File: config.mk
export PLATFORM = sky130hd
export DESIGN_NAME = dm_port_arbiter
export DESIGN_NICKNAME = d
export VERILOG_FILES = /design/src/rtl/dm_port_arbiter.sv
export SDC_FILE = /design/constraint.sdc
export NUM_CORES = 1
export LEC_CHECK = 0
export ABC_CLOCK_PERIOD_IN_PS = 1640
export CORE_AREA = 2 2 84 86
export DETAILED_ROUTE_END_ITERATION = 10
export DIE_AREA = 0 0 86 88
export PLACE_DENSITY = 0.77
export SYNTH_ARGS = -nofsm -noshare
export SYNTH_HDL_FRONTEND = slang
export SYNTH_SLANG_ARGS = --single-unit
File: constraint.sdc
create_clock -name clk -period 1.64 [get_ports clk]
set_input_delay 0.328 -clock clk [delete_from_list [all_inputs] [get_ports clk]]
set_output_delay 0.328 -clock clk [all_outputs]
set_load 0.05 [all_outputs]
File: src/rtl/dm_port_arbiter.sv
// rtl/dm_port_arbiter.sv - data memory port arbiter between CPU pipeline and DMA requester
//
// Purpose: shares the single-port DM between the EX_DM stage and a DMA loader. The CPU has
// priority, the DMA is forced ahead after MAX_STARVE denied cycles and may hold locked bursts
// of up to BURST_MAX beats. The CPU is stalled whenever it has an access but loses the port.
//
// Ports:
//   clk, rst_n                      clock, asynchronous active-low reset
//   cpu_re/we/addr/wdata            CPU access from EX_DM
//   cpu_stall, cpu_rdata            CPU freeze, load data (cycle after grant)
//   dma_req/we/last/addr/wdata      DMA beat request, held until dma_gnt
//   dma_gnt, dma_rvalid, dma_rdata  beat accept, registered read return
//   mem_re/we/addr/wdata, mem_rdata DM port (1-cycle synchronous read)
//   perf_clr, cpu_stall_cnt,
//   dma_force_cnt                   only with DM_ARB_PERF_EN defined
//
// Configuration macro: DM_ARB_PERF_EN adds saturating stall / forced-grant counters.

module dm_port_arbiter #(
  parameter int AW         = 16,
  parameter int MAX_STARVE = 8,
  parameter int BURST_MAX  = 4
) (
  input  logic          clk,
  input  logic          rst_n,
  input  logic          cpu_re,
  input  logic          cpu_we,
  input  logic [AW-1:0] cpu_addr,
  input  logic [15:0]   cpu_wdata,
  output logic          cpu_stall,
  output logic [15:0]   cpu_rdata,
  input  logic          dma_req,
  input  logic          dma_we,
  input  logic          dma_last,
  input  logic [AW-1:0] dma_addr,
  input  logic [15:0]   dma_wdata,
  output logic          dma_gnt,
  output logic          dma_rvalid,
  output logic [15:0]   dma_rdata,
  output logic          mem_re,
  output logic          mem_we,
  output logic [AW-1:0] mem_addr,
  output logic [15:0]   mem_wdata,
  input  logic [15:0]   mem_rdata
`ifdef DM_ARB_PERF_EN
  ,
  input  logic          perf_clr,
  output logic [31:0]   cpu_stall_cnt,
  output logic [15:0]   dma_force_cnt
`endif
);

  localparam int SW = $clog2(MAX_STARVE + 1);
  localparam int BW = $clog2(BURST_MAX + 1);
  localparam logic [SW-1:0] STARVE_LIM = SW'(MAX_STARVE);
  localparam logic [BW-1:0] BEAT_LIM   = BW'(BURST_MAX);
  localparam bit CAN_BURST = (BURST_MAX > 1);

  typedef enum logic {ARB, BURST} state_t;

  state_t        state;
  logic [SW-1:0] starve_cnt;
  logic [BW-1:0] beat_cnt;
  logic          cpu_first;

  logic          cpu_act, cpu_sel, dma_sel, cpu_gnt, force_dma;
  logic          starved, cap_exit;
  logic [BW-1:0] beat_nxt;

  assign cpu_act  = cpu_re | cpu_we;
  assign starved  = (starve_cnt == STARVE_LIM);
  assign beat_nxt = beat_cnt + BW'(1);
  // Burst ended by the beat cap rather than by the DMA itself: CPU goes first next cycle.
  assign cap_exit = (state == BURST) && dma_gnt && (beat_nxt == BEAT_LIM);

  // Grants are suppressed while reset is held so the DM port is idle during reset.
  always_comb begin
    cpu_sel   = 1'b0;
    dma_sel   = 1'b0;
    force_dma = 1'b0;
    if (rst_n) begin
      if (state == BURST) begin
        dma_sel = 1'b1;
        cpu_sel = ~dma_req;
      end else if (cpu_first && cpu_act) begin
        cpu_sel = 1'b1;
      end else if (starved && dma_req) begin
        dma_sel   = 1'b1;
        force_dma = 1'b1;
      end else if (cpu_act) begin
        cpu_sel = 1'b1;
      end else begin
        dma_sel = 1'b1;
      end
    end
  end

  assign cpu_gnt   = cpu_sel & cpu_act;
  assign dma_gnt   = dma_sel & dma_req;
  assign cpu_stall = cpu_act & ~cpu_gnt;

  assign mem_re    = cpu_gnt ? cpu_re    : (dma_gnt ? ~dma_we   : 1'b0);
  assign mem_we    = cpu_gnt ? cpu_we    : (dma_gnt ? dma_we    : 1'b0);
  assign mem_addr  = cpu_gnt ? cpu_addr  : (dma_gnt ? dma_addr  : '0);
  assign mem_wdata = cpu_gnt ? cpu_wdata : (dma_gnt ? dma_wdata : '0);

  assign cpu_rdata = mem_rdata;
  assign dma_rdata = mem_rdata;

  always_ff @(posedge clk or negedge rst_n) begin
    if (!rst_n) begin
      state      <= ARB;
      starve_cnt <= '0;
      beat_cnt   <= '0;
      cpu_first  <= 1'b0;
      dma_rvalid <= 1'b0;
    end else begin
      dma_rvalid <= dma_gnt & ~dma_we;

      if (!dma_req || dma_gnt)
        starve_cnt <= '0;
      else if (!starved)
        starve_cnt <= starve_cnt + SW'(1);

      if (cap_exit)
        cpu_first <= 1'b1;
      else if (cpu_gnt || !cpu_act)
        cpu_first <= 1'b0;

      case (state)
        ARB: begin
          if (dma_gnt && !dma_last && CAN_BURST) begin
            state    <= BURST;
            beat_cnt <= BW'(1);
          end
        end
        BURST: begin
          if (!dma_req || dma_last || beat_nxt == BEAT_LIM) begin
            state    <= ARB;
            beat_cnt <= '0;
          end else begin
            beat_cnt <= beat_nxt;
          end
        end
        default: begin
          state    <= ARB;
          beat_cnt <= '0;
        end
      endcase
    end
  end

`ifdef DM_ARB_PERF_EN
  always_ff @(posedge clk or negedge rst_n) begin
    if (!rst_n) begin
      cpu_stall_cnt <= '0;
      dma_force_cnt <= '0;
    end else if (perf_clr) begin
      cpu_stall_cnt <= '0;
      dma_force_cnt <= '0;
    end else begin
      if (cpu_stall && cpu_stall_cnt != '1)
        cpu_stall_cnt <= cpu_stall_cnt + 32'd1;
      if (force_dma && dma_force_cnt != '1)
        dma_force_cnt <= dma_force_cnt + 16'd1;
    end
  end
`endif

endmodule

==> flow_metrics.tcl, run 1 <==
set metrics [dict create \
    outcome "complete, but fails checks" \
    failed_checks "setup timing" \
    ys_seq_elements 10 \
    holdBufCountCts 0 \
    place_worst_setup_slack_ns -0.527 \
    first_pass_iters 4 \
    synth.net_count 312 \
    finalWirelength_um 6800 \
    start_util_pct 30.1 \
    slew_viol_final 0 \
    critPathRequiredTime_ns 1.31 \
    syn_avg_cell_area_sq_um 9.04 \
    cap_viol_max_count 0 \
    hpwl_um 5320 \
    wl_per_cell_um 16.7 \
    start_kind "flip-flop" \
    power_leakage_nw 1.66 \
    end_kind "output port" \
    max_freq_mhz 451 \
    nets 421 \
    antenna_found_initial 0 \
    rsz0062_at_grt "true" \
    multi_input_area_sq_um 1660 \
    syn2layout_area_growth_pct 106 \
    yosys-top-cells-count "nand2_1 (34), buf_4 (32), o211ai_2 (29), o31ai_2 (29), buf_2 (13)" \
    vdd_drop_max_uv 547 \
    synth_area_sq_um 2000 \
    postPlaceCellArea_sq_um 3970 \
    clkTransAtPathRegs_ns 0.05 \
    syn_inst 221 \
    antenna_left 0 \
    via_per_inst 5.10 \
    synth_area_leaders "o211ai_2 (18%), o31ai_2 (18%), dfrtp_1 (13%)" \
    overflow 0 \
    cp_max_fo 12 \
    yosysMostFrequentCell "nand2_1" \
    synth_top_area_share_pct 18.2 \
    grt_usage_pct 16.7 \
    cts_tree "built" \
    place_congestion 0.773 \
    tightest_slew_ns 0.365 \
    die_w_um 86 \
    finalSetupViolCount 44 \
    worstSetupPathType "flip-flop to output port" \
    drc 0 \
    grt_max_degree 31 \
    h-tree-depth 1 \
    design_area_sq_um 4110 \
    yosysSeqAreaShare_pct 12.5 \
    first_global_vias 2172 \
    hold_viol_final 0 \
    min_period_over_period_pct 135 \
    drtIter0Drc 47 \
    diodes 0 \
    synth_async_sr_flop_share_pct 100 \
    total_power_mw 1.73 \
    portBuffers 107 \
    die-area_sq_um 7570 \
    ioPinCount 156 \
    core_sq_um 6640 \
    yosysUniqueCellTypes 38 \
    yosys_most_used_dff "dfrtp_1" \
    final_util_pct 61.8 \
    insertion_delay_ns 0.23 \
    cp.arrival_ns 1.89 \
    ys_warn_count 0 \
    clock-root-buffer "clkbuf_8" \
    seq_area_sq_um 250 \
    grt_pass1_wl_um 10400 \
    setup_ws_ns -0.577 \
    min_period_ns 2.22 \
    clkSinkCount 10 \
    cts_made_buffers 3 \
    skew_ns 0.00268 \
    num_rows 30 \
    synth_edf_count 0 \
    hold_path_class "primary input to asynchronous set/reset pin" \
    max-slew-margin-rel_pct 75.7 \
    yosysTopAreaCell "o211ai_2" \
    die_h_um 88 \
    powerDensity_nw_per_um2 422 \
    vias 2081 \
    drive_above_1_share_pct 52.4 \
    nFillCells 506 \
    clock_path_buffers 2 \
]
layout by cell type (no fill, tap or decap), drive strengths merged, types with 2 or more instances in the layout:
master and count:
nand2 34, nand2b 2, clkbuf 5, inv 9
ha 4, nor3 2, a21oi 2, o31a 2
nor2b 2, clkdlybuf4s50 70, o31ai 32, nor3b 5
buf 87, and2 2, a32o 2, dfrtp 10
o311a 2, nand3b 2, mux2i 2, o211ai 33
nor2 3, o21a 4
metrics by stage:
step / hold slack, ns / TNS [ns] / std cells
2_1_floorplan: 0.0324 / -13.87 / 221
3_3_place_gp: 0.521 / -17.07 / 400
3_5_place_dp: 0.535 / -18.81 / 400
4_1_cts: 0.533 / -20.34 / 405
5_1_grt: 0.548 / -23.55 / 408
6_report: 0.525 / -19.95 / 408
final cells by class:
cell class,count,area share (%)
inverters,10,0.944
repair buffers,159,49.0
multi-input cells,146,40.5
flip-flops and latches,10,6.09
well taps,80,2.44
clock buffers,3,1.01
where the power goes:
group | switching (mW) | internal (mW) | leakage [nW]
Sequential | 0.0128 | 0.267 | 0.135
Clock | 0.0914 | 0.160 | 0.0216
Combinational | 0.576 | 0.626 | 1.50
cells by family (layout without fill, tap and decap cells):
group / Yosys count / in the layout / synth area share [%]
compound gates: 81 / 82 / 46.6
buf+inv: 66 / 172 / 21.9
simple gates: 56 / 56 / 14.7
flops: 10 / 10 / 12.5
fa+ha+maj: 4 / 4 / 2.51
xor+xnor: 2 / 2 / 0.877
mux: 2 / 2 / 1.00
sequential cells by signal, indices dropped and copies added (netlist names):
name        flops
starve_cnt      4
beat_cnt        3
cpu_first       1
dma_rvalid      1
state           1
metal layers:
metal / track usage (%) / wire length [um]
met1: 21.2 / 2790
met2: 30.7 / 3530
met3: 1.51 / 380
met4: 3.46 / 99
met5: 0 / 0
final timing paths:
| path | startpoint | cells after the start | end | slack [ns] |
|---|---|---|---|---|
| max in group asynchronous | rst_n | 2 | starve_cnt[1] | 0.93 |
| worst min register to register | beat_cnt[0] | 2 | beat_cnt[0] | 0.54 |
| min in group clk | beat_cnt[0] | 2 | beat_cnt[0] | 0.54 |
| worst max-delay path | starve_cnt[1] | 7 | mem_re | -0.58 |
| worst min-delay path | rst_n | 2 | starve_cnt[3] | 0.52 |
| worst max register to register | starve_cnt[1] | 7 | beat_cnt[2] | -0.11 |
timing repair:
item	CTS	global route
buffers inserted	1	1
gates cloned	1	2
gates resized for setup	3	4
pin swaps	3	4
endpoints found under the setup margin	44	44
worst max-delay path, stage by stage (launching register included):
cell and delay, ns:
dfrtp_1 0.37, inv_1 0.06, ha_2 0.18, and4bb_4 0.32, buf_8 0.18, nor3_2 0.06
o31a_4 0.33, buf_12 0.15
Power figures use the tool's default switching activity.
==> inputs of run 2 (changes only) <==
--- a/config.mk
+++ b/config.mk
@@ -6,10 +6,12 @@
 export NUM_CORES = 1
 export LEC_CHECK = 0
 export ABC_CLOCK_PERIOD_IN_PS = 1640
+export CAP_MARGIN = 20
 export CORE_AREA = 2 2 84 86
 export DETAILED_ROUTE_END_ITERATION = 10
 export DIE_AREA = 0 0 86 88
 export PLACE_DENSITY = 0.77
+export REMOVE_ABC_BUFFERS = 1
 export SYNTH_ARGS = -nofsm -noshare
 export SYNTH_HDL_FRONTEND = slang
 export SYNTH_SLANG_ARGS = --single-unit
==> run 2 against run 1 <==
Effect of this change:
- the run still ends with setup timing left
- hold slack improved by 0.0034 ns
- clock-buffer cell count increased by 1
- core utilization down 2.0 points
- routed wire length grew 10%
- critical path type unchanged
- largest power group unchanged
- highest routed layer is now met5
==> flow_metrics.tcl, run 2 (same netlist as run 1, synthesis figures left out) <==
set metrics [dict create \
    place_inst 388 \
    max_freq_mhz 438 \
    seqPwrFrac_pct 15.6 \
    cp_max_fo 7 \
    p_switching_mw 0.707 \
    insertion_delay_ns 0.25 \
    ioPinCount 156 \
    top_regs "starve_cnt x4, beat_cnt x3" \
    nFillCells 496 \
    start_util_pct 30.1 \
    grt_max_degree 34 \
    r2r-start "starve_cnt[1]" \
    cts_tree "built" \
    clock_path_buffers 2 \
    powerDensity_nw_per_um2 452 \
    antenna_found_initial 0 \
    reg2reg_slack_ns -0.06 \
    slew_viol_final 0 \
    crit_buf_inv 3 \
    final_cell_mix "clkdlybuf4s50_1 (69), buf_12 (45), nand2_1 (34), o31ai_4 (32), o211ai_2 (27)" \
    place_congestion 0.812 \
    start_kind "flip-flop" \
    failed_checks "setup timing" \
    antenna_left 0 \
    setup_ws_ns -0.643 \
    internal_power_mw 1.09 \
    critPathRequiredTime_ns 1.31 \
    hpwl_um 5530 \
    cap_viol_max_count 0 \
    slowest_stage "dfrtp_1" \
    fin_cells 395 \
    end_kind "output port" \
    switching_share_pct 39.3 \
    core_sq_um 6640 \
    max-slew-margin-rel_pct 73.1 \
    drive_above_1_share_pct 49.8 \
    overflow 0 \
    clock-root-buffer "clkbuf_8" \
    cp.arrival_ns 1.95 \
    clkTransAtPathRegs_ns 0.05 \
    worstSetupPathType "flip-flop to output port" \
    num_rows 30 \
    cp_top_family "compound AO/OA/AOI/OAI gates" \
    hold_viol_final 0 \
    min_period_ns 2.28 \
    min_period_over_period_pct 139 \
    critPathMaxStageDelay_ns 0.37 \
    finalSetupViolCount 38 \
    finalWirelength_um 7500 \
    grt_pass1_wl_um 12000 \
    mostFrequentLayoutCell "clkdlybuf4s50_1" \
    grt_usage_pct 20.3 \
    clock_power_share_pct 18.0 \
    largest_register_ffs 4 \
    total_power_mw 1.80 \
    die_h_um 88 \
    die-area_sq_um 7570 \
    outcome "complete, but fails checks" \
    drc 0 \
    first_pass_iters 4 \
    path_cells "inv_2 > ha_4 > and4bb_4 > buf_6 > o311a_1 > o31a_1 > buf_12" \
    nets 407 \
    first_global_vias 2348 \
    reg2reg_depth 8 \
    wl_per_cell_um 19.0 \
    h-tree-depth 1 \
    reg2reg_to "dma_rvalid" \
    vias 2098 \
    cts_made_buffers 3 \
    die_w_um 86 \
    skew_ns 0.00709 \
    regMostFlops "starve_cnt" \
    hold_path_class "primary input to asynchronous set/reset pin" \
    via_per_inst 5.31 \
    clkSinkCount 10 \
    drtIter0Drc 82 \
    diodes 0 \
    tightest_slew_ns 0.403 \
    power_leakage_nw 1.58 \
    holdBufCountCts 0 \
    rsz0062_at_grt "true" \
    portBuffers 107 \
    p_comb_share_pct 66.4 \
    syn2layout_area_growth_pct 99.1 \
    vdd_drop_max_uv 207 \
]
==> run 2: cell count changes in the layout (fill, tap and decap cells not counted), moves of 2 or more <==
cell	previous run	this run
inv_2	0	2
buf_4	35	25
buf_12	47	45
o211ai_2	29	27
o211ai_4	0	2
o31a_4	2	0
nor3_2	2	0
o31a_1	0	2
nor3_1	0	2
clkbuf_16	2	0
==> run 2: metrics by stage <==
stage | TNS (ns) | utilization, % | area, sq um | hold WS [ns] | setup slack, ns
floorplan | -36.60 | - | 1600 | 0.0324 | -1.34
global placement | -16.37 | 53.0 | 3520 | 0.520 | -0.470
detailed placement | -17.21 | 53.0 | 3520 | 0.527 | -0.536
CTS | -22.48 | 58.8 | 3910 | 0.516 | -0.664
global route | -23.10 | 59.8 | 3980 | 0.546 | -0.693
finish | -21.06 | 59.8 | 3980 | 0.528 | -0.643
==> run 2: worst max-delay path by stage <==
stage	slack, ns	startpoint	cells after the start	end
global placement	-0.47	cpu_we	7	mem_wdata[12]
global route	-0.69	starve_cnt[1]	7	mem_we
floorplan	-1.34	starve_cnt[0]	5	mem_wdata[12]
detailed placement	-0.54	cpu_we	7	mem_wdata[12]
CTS	-0.66	starve_cnt[1]	8	mem_wdata[12]
finish	-0.64	starve_cnt[1]	7	mem_we
==> run 2: routing by layer <==
| layer | vias up | track usage, % | routed length [um] |
|---|---|---|---|
| li1 | 969 | - | - |
| met1 | 986 | 21.5 | 2680 |
| met2 | 125 | 34.1 | 3710 |
| met3 | 16 | 11.4 | 896 |
| met4 | 2 | 6.20 | 161 |
| met5 | - | 5.19 | 51 |
==> run 2: worst reg2reg max path: stages (launching register included) <==
cell	delay, ns
dfrtp_1	0.37
inv_2	0.06
ha_4	0.16
and4bb_4	0.23
buf_4	0.14
buf_6	0.12
o21a_4	0.21
buf_6	0.13
and3_4	0.17
==> run 2: area by class of cell <==
class | count | area [sq um] | area share, %
repair buffers | 146 | 1880 | 47.2
clock buffers | 4 | 55.1 | 1.38
well taps | 80 | 100 | 2.52
inverters | 10 | 37.5 | 0.944
flip-flops and latches | 10 | 250 | 6.30
multi-input cells | 145 | 1660 | 41.7
==> run 2: repair_timing <==
item                                    in CTS  in global routing
endpoints found under the setup margin      40                 43
setup buffers                                3                  1
resized for setup                           37                 14
gates cloned                                 1                  0
pin swaps                                   35                 13
==> run 2: power groups by stage <==
stage	Sequential (mW)	Clock [mW]	Combinational, mW
finish	0.280	0.323	1.19
floorplan	0.286	0	0.458
global placement	0.282	0	1.06
CTS	0.279	0.331	1.18
global route	0.282	0.337	1.25
detailed placement	0.283	0	1.08
==> inputs of run 3 (changes only) <==
--- a/config.mk
+++ b/config.mk
@@ -8,6 +8,7 @@
 export ABC_CLOCK_PERIOD_IN_PS = 1640
 export CAP_MARGIN = 20
 export CORE_AREA = 2 2 84 86
+export CTS_CLUSTER_DIAMETER = 150
 export DETAILED_ROUTE_END_ITERATION = 10
 export DIE_AREA = 0 0 86 88
 export PLACE_DENSITY = 0.77
==> results of run 3 <==
Final layout, timing and power as in run 2 (identical DEF).
